<file path="src/rtl/adsr_pkg.sv">
// Shared types and helpers for the gated ADSR envelope / VCA block.
package adsr_pkg;

    typedef enum logic [2:0] {
        IDLE,
        ATTACK,
        DECAY,
        SUSTAIN,
        RELEASE
    } adsr_state_t;

    // Largest envelope value: the positive full scale of a W-bit signed sample.
    function automatic int env_max(input int w);
        return (1 << (w - 1)) - 1;
    endfunction

endpackage

</file>
<file path="src/rtl/adsr_vca_gate_detect.sv">
// Schmitt-trigger gate detector; the threshold pair gives hysteresis on the gate CV.
module gate_detect #(
    parameter int W        = 16,
    parameter int GATE_ON  = 4000,
    parameter int GATE_OFF = 2000
) (
    input  logic                clk,
    input  logic                rst_n,
    input  logic                sample_strobe,
    input  logic signed [W-1:0] sample_in,
    output logic                gate,
    output logic                gate_rise,
    output logic                gate_fall
);

    localparam logic signed [W-1:0] ON_TH  = W'(GATE_ON);
    localparam logic signed [W-1:0] OFF_TH = W'(GATE_OFF);

    // Edge pulses are combinational so the FSM sees the new gate in the same strobe.
    assign gate_rise = sample_strobe && !gate && (sample_in > ON_TH);
    assign gate_fall = sample_strobe &&  gate && (sample_in < OFF_TH);

    // NOTE: state registers use non-blocking assignments so every flop samples pre-edge values.
    always_ff @(posedge clk or negedge rst_n) begin
        if (!rst_n) begin
            gate <= 1'b0;
        end else if (gate_rise) begin
            gate <= 1'b1;
        end else if (gate_fall) begin
            gate <= 1'b0;
        end
    end

endmodule

</file>
<file path="src/rtl/adsr_vca.sv">
// Gated linear ADSR envelope plus VCA multiply, two-stage pipeline per sample strobe.
// Build option: ADSR_EXP_RELEASE_EN selects an exponential release instead of linear.
module adsr_vca
    import adsr_pkg::*;
#(
    parameter int W             = 16,
    parameter int ATTACK_INC    = 64,
    parameter int DECAY_INC     = 16,
    parameter int RELEASE_INC   = 8,
    parameter int RELEASE_SHIFT = 9,
    parameter int GATE_ON       = 4000,
    parameter int GATE_OFF      = 2000
) (
    input  logic                clk,
    input  logic                rst_n,
    input  logic                sample_strobe,
    input  logic signed [W-1:0] sample_in0,
    input  logic signed [W-1:0] sample_in1,
    input  logic signed [W-1:0] sample_in2,
    output logic signed [W-1:0] sample_out0,
    output logic signed [W-1:0] sample_out1,
    output logic                out_valid
);

    localparam int              EW        = W - 1;
    localparam logic [EW-1:0]   ENV_MAX_V = EW'(env_max(W));

    logic                gate, gate_rise, gate_fall, gate_now;
    adsr_state_t         state, state_nxt;
    logic [EW-1:0]       env, env_nxt, sus, rel_step, rel_env;
    logic [W:0]          attack_sum, sus_plus;
    logic                attack_full, decay_hit, do_attack;
    logic signed [W-1:0] audio_q;
    logic                pipe_valid;
    logic signed [2*W-1:0] product;

    gate_detect #(.W(W), .GATE_ON(GATE_ON), .GATE_OFF(GATE_OFF)) u_gate (
        .clk           (clk),
        .rst_n         (rst_n),
        .sample_strobe (sample_strobe),
        .sample_in     (sample_in1),
        .gate          (gate),
        .gate_rise     (gate_rise),
        .gate_fall     (gate_fall)
    );

    assign gate_now = gate_rise | (gate & ~gate_fall);
    assign sus      = sample_in2[W-1] ? '0 : sample_in2[W-2:0];

    // Widened by one bit so attack overshoot and the decay threshold cannot wrap.
    assign attack_sum  = {2'b00, env} + (W+1)'(ATTACK_INC);
    assign attack_full = attack_sum >= {2'b00, ENV_MAX_V};
    assign sus_plus    = {2'b00, sus} + (W+1)'(DECAY_INC);
    assign decay_hit   = {2'b00, env} <= sus_plus;

`ifdef ADSR_EXP_RELEASE_EN
    assign rel_step = (env >> RELEASE_SHIFT) + 1'b1;
`else
    assign rel_step = EW'(RELEASE_INC);
`endif
    assign rel_env = (env > rel_step) ? env - rel_step : '0;

    // NOTE: every always_comb output gets a default first, so no path can infer a latch.
    always_comb begin
        state_nxt = state;
        env_nxt   = env;
        do_attack = 1'b0;
        if (sample_strobe) begin
            unique case (state)
                IDLE: begin
                    env_nxt   = '0;
                    do_attack = gate_now;
                end
                ATTACK: begin
                    if (!gate_now) state_nxt = RELEASE;
                    else           do_attack = 1'b1;
                end
                DECAY: begin
                    if (!gate_now) begin
                        state_nxt = RELEASE;
                    end else if (decay_hit) begin
                        env_nxt   = sus;
                        state_nxt = SUSTAIN;
                    end else begin
                        env_nxt = env - EW'(DECAY_INC);
                    end
                end
                SUSTAIN: begin
                    if (!gate_now) state_nxt = RELEASE;
                    else           env_nxt   = sus;
                end
                RELEASE: begin
                    if (gate_now) begin
                        do_attack = 1'b1;
                    end else begin
                        env_nxt = rel_env;
                        if (rel_env == '0) state_nxt = IDLE;
                    end
                end
                default: begin
                    state_nxt = IDLE;
                    env_nxt   = '0;
                end
            endcase
            if (do_attack) begin
                env_nxt   = attack_full ? ENV_MAX_V : EW'(attack_sum);
                state_nxt = attack_full ? DECAY : ATTACK;
            end
        end
    end

    always_ff @(posedge clk or negedge rst_n) begin
        if (!rst_n) begin
            state      <= IDLE;
            env        <= '0;
            audio_q    <= '0;
            pipe_valid <= 1'b0;
        end else begin
            state      <= state_nxt;
            env        <= env_nxt;
            pipe_valid <= sample_strobe;
            if (sample_strobe) audio_q <= sample_in0;
        end
    end

    assign product = audio_q * $signed({1'b0, env});

    always_ff @(posedge clk or negedge rst_n) begin
        if (!rst_n) begin
            sample_out0 <= '0;
            sample_out1 <= '0;
            out_valid   <= 1'b0;
        end else begin
            out_valid <= pipe_valid;
            if (pipe_valid) begin
                sample_out0 <= W'(product >>> (W - 1));
                sample_out1 <= {1'b0, env};
            end
        end
    end

endmodule

</file>
<file path="config.mk">
export PLATFORM = sky130hd
export DESIGN_NAME = adsr_vca
export DESIGN_NICKNAME = d
export VERILOG_FILES = /design/src/rtl/adsr_pkg.sv /design/src/rtl/adsr_vca_gate_detect.sv /design/src/rtl/adsr_vca.sv
export SDC_FILE = /design/constraint.sdc
export NUM_CORES = 1
export LEC_CHECK = 0
export ABC_AREA = 0
export CORE_MARGIN = 2
export CORE_UTILIZATION = 67
export DETAILED_ROUTE_END_ITERATION = 7
export GPL_ROUTABILITY_DRIVEN = 0
export GPL_TIMING_DRIVEN = 0
export HOLD_SLACK_MARGIN = 0.03
export PLACE_DENSITY = 0.95
export SLEW_MARGIN = 25
export SYNTH_ARGS = -nofsm -noshare
export SYNTH_HDL_FRONTEND = slang
export SYNTH_SLANG_ARGS = --single-unit
</file>
<file path="constraint.sdc">
create_clock -name clk -period 16.6 [get_ports clk]
set_input_delay 1.66 -clock clk [delete_from_list [all_inputs] [get_ports clk]]
set_output_delay 1.66 -clock clk [all_outputs]
set_load 0.02 [all_outputs]
</file>
==> metrics.txt <==
run status finished, violations left; failing checks DRC; EDFF count, synth 0; Filler cells 1,209; Critical Path End Type flop; area occupied by multi-input gates 10,160 µm²; core area 19,400 µm²; ANT nets after route 0; Die W 144.5 µm; Hold Worst Slack 0.4093 ns; Fmax 0.1088 GHz; slew margin rel. 35.72%; worst path required time 16.83 ns; vias 11,805; crit-path most repeated cell fa_1; CP Max Fanout 10; nets@finish 1,927; Starting Density 68.22%; Max Cap Viol 0; Vias/cell 6.533; post-synthesis cell type count 69; CTS Hold Buffers Added 0; Final Skew 0.01095 ns; post_cts resized 0; worst path cell trace clkbuf_1 > clkbuf_1 > clkbuf_1 > nand2_1 > fa_1 > inv_1 > fa_1 > inv_1 > fa_1 > inv_1 > fa_1 > fa_1 > inv_1 > fa_1 > inv_1 > ha_1 > a21oi_1 > nor2_1 > a2111oi_2 > a311oi_1 > o21ai_0 > nor2b_1 > nor2b_1 > o41a_1; Post-Syn Area 13,230 µm²; fin. max-slew vios 0; DRC errors left 1; Chip Height 144.5 µm; H-tree Lvls 3; Crit path buffers/inverters 8; clock transition at the registers of the reported paths 0.07 ns; clock sink total 68; CP max stage delay 0.83 ns; Hold Violations, Final 0; Register Area 1702 µm²; All-Layer GR Usage 41.64%; clock latency on the worst-skew pair 0.36 ns; pin count of the biggest net entering global routing 50; Data arrival, critical path 9.42 ns; syn nets 1,833; first-pass GRT wire length 65,000 µm; final-report setup violation count 0; Starting DRT DRC Count 1,728; Syn Inst Count 1,442; Synth Register Bits 68; share of layout cells above drive strength 1 5.062%; crit path from env[9]; HP Class flop to flop; RR Startpoint env[9]; Pre-Repair DR Iteration Count 8; Layout area overhead 11.28%; FFs w/ async S/R, synth 100.0%; initial antenna violation count 2; clk buf depth 2; syn_area_per_cell 9.177 µm²; Slew @ Worst Pin 0.9642 ns; placed instance area 14,420 µm²; post-DP HPWL 31,140 µm; final wirelength 41,060 µm; Synth Flop Type dfrtp_1; IO Pins 84; critical path type flop to flop; Finished Cell Area 14,730 µm²; # rows 51; Critical Path Start Type flop; I/O Buffers 82; CP max stage cell a2111oi_2; synthesis warning total 0; Setup Buffers After CTS 0; setup TNS 0 ns; minimum clock period 9.187 ns; hold_sp pipe_valid; grt ovf 0; Top delay family on crit path adder cells; Tcrit/Tclk final 55.34%; sequential fraction of the synthesis area 12.86%; clk root buf clkbuf_16; RSZ-0062 raised after global routing false; CTS Buf Count 9; wire per inst 22.72 µm; CTS tree done; vias in the first global route 12,759; die area 20,890 µm²
[through the flow]
step	setup slack, ns	instances	utilization, %
finish	7.413	1807	75.92
global route	7.115	1806	75.90
CTS	8.039	1806	75.90
detailed placement	8.246	1790	74.32
global placement	8.351	1789	74.16
floorplan	10.13	1442	-
[area by class of cell]
cell class,instances,share of cell area (%)
multi-input combinational,1012,68.99
sequential,68,11.55
inverter,294,7.494
timing repair buffer,83,5.743
tap,265,2.251
buffer,68,1.861
clock buffer,9,1.529
clock inverter,7,0.5607
antenna,1,0.01699
[sequential cells by signal, summed over array words and instances, names as in the netlist]
name,count
env,15
audio_q,16
u_gate.gate,1
out_valid,1
sample_out1,15
sample_out0,16
pipe_valid,1
state,3
[placed cells by master, fill, tap and decap left out, types with 12 or more instances in the layout]
cell | synthesis | routed
a21oi_1 | 36 | 36
nor2_1 | 39 | 39
clkbuf_1 | 58 | 58
inv_1 | 294 | 294
and2_1 | 120 | 120
nor4_1 | 12 | 12
clkdlybuf4s50_1 | 0 | 81
o21ai_0 | 34 | 34
nor3_1 | 12 | 12
nand3_1 | 20 | 20
dfrtp_1 | 68 | 68
mux2_2 | 41 | 41
ha_1 | 100 | 100
nand2b_1 | 13 | 13
nand4_1 | 13 | 13
xnor2_1 | 25 | 25
fa_1 | 240 | 240
nor2b_1 | 12 | 12
nand2_1 | 161 | 161
[kinds of logic after synthesis]
group                    count (synthesis)  share of synthesized area (%)
buffers and inverters                  362                          10.41
flip-flops                              68                          12.86
AND/OR/NAND/NOR                        432                          16.63
AO/OA/AOI/OAI                          161                          8.339
adder cells (fa/ha/maj)                341                          45.84
XOR/XNOR                                33                          2.184
multiplexers                            44                          3.716
other                                    1                        0.02834
[worst paths after layout]
path | endpoint | slack (ns) | cells past startpoint
min in group asynchronous | env[5] | 1.19 | 1
setup / recovery | sample_out0[12] | 7.41 | 24
setup reg to reg | sample_out0[12] | 7.41 | 24
hold / removal | out_valid | 0.41 | 0
hold reg to reg | out_valid | 0.41 | 0
max in group asynchronous | sample_out0[12] | 14.88 | 2
[worst reg2reg max path, stage by stage, from the launching register on]
cell,delay (ns)
dfrtp_1,0.51
clkbuf_1,0.43
clkbuf_1,0.75
clkbuf_1,0.58
nand2_1,0.18
fa_1,0.58
inv_1,0.06
fa_1,0.38
inv_1,0.09
fa_1,0.39
inv_1,0.09
fa_1,0.46
fa_1,0.56
inv_1,0.06
fa_1,0.53
inv_1,0.05
ha_1,0.30
a21oi_1,0.42
nor2_1,0.27
a2111oi_2,0.83
a311oi_1,0.37
o21ai_0,0.40
nor2b_1,0.35
nor2b_1,0.10
o41a_1,0.33
[routing by layer]
metal / GRT usage [%] / wire [µm]
met1: 48.87 / 13150
met3: 12.58 / 5367
met2: 65.70 / 18930
met4: 29.23 / 3569
met5: 0 / 37
[Yosys cell counts, drive strengths merged, types with 6 or more instances]
library cell,number,area [µm²]
nor2,40,157.6
a211o,6,52.55
inv,294,1104
xnor2,25,219.0
nand3,21,110.1
and2,120,750.7
a221oi,8,70.07
clkbuf,58,217.7
nand2,161,604.3
o21ai,34,170.2
buf,10,56.29
a21o,9,67.56
nor4,12,75.07
nand4,13,81.33
ha,100,1251
o31ai,8,65.06
nor3,12,60.06
dfrtp,68,1702
o211ai,7,52.55
a21oi,36,180.2
a211oi,7,52.55
xor2,8,70.07
fa,240,4805
mux2,41,461.7
nor2b,12,75.07
or3,9,56.30
nand2b,13,81.33
Power is not shown: default switching activity piles up to over one toggle a cycle in this logic, so the estimate is an artifact.
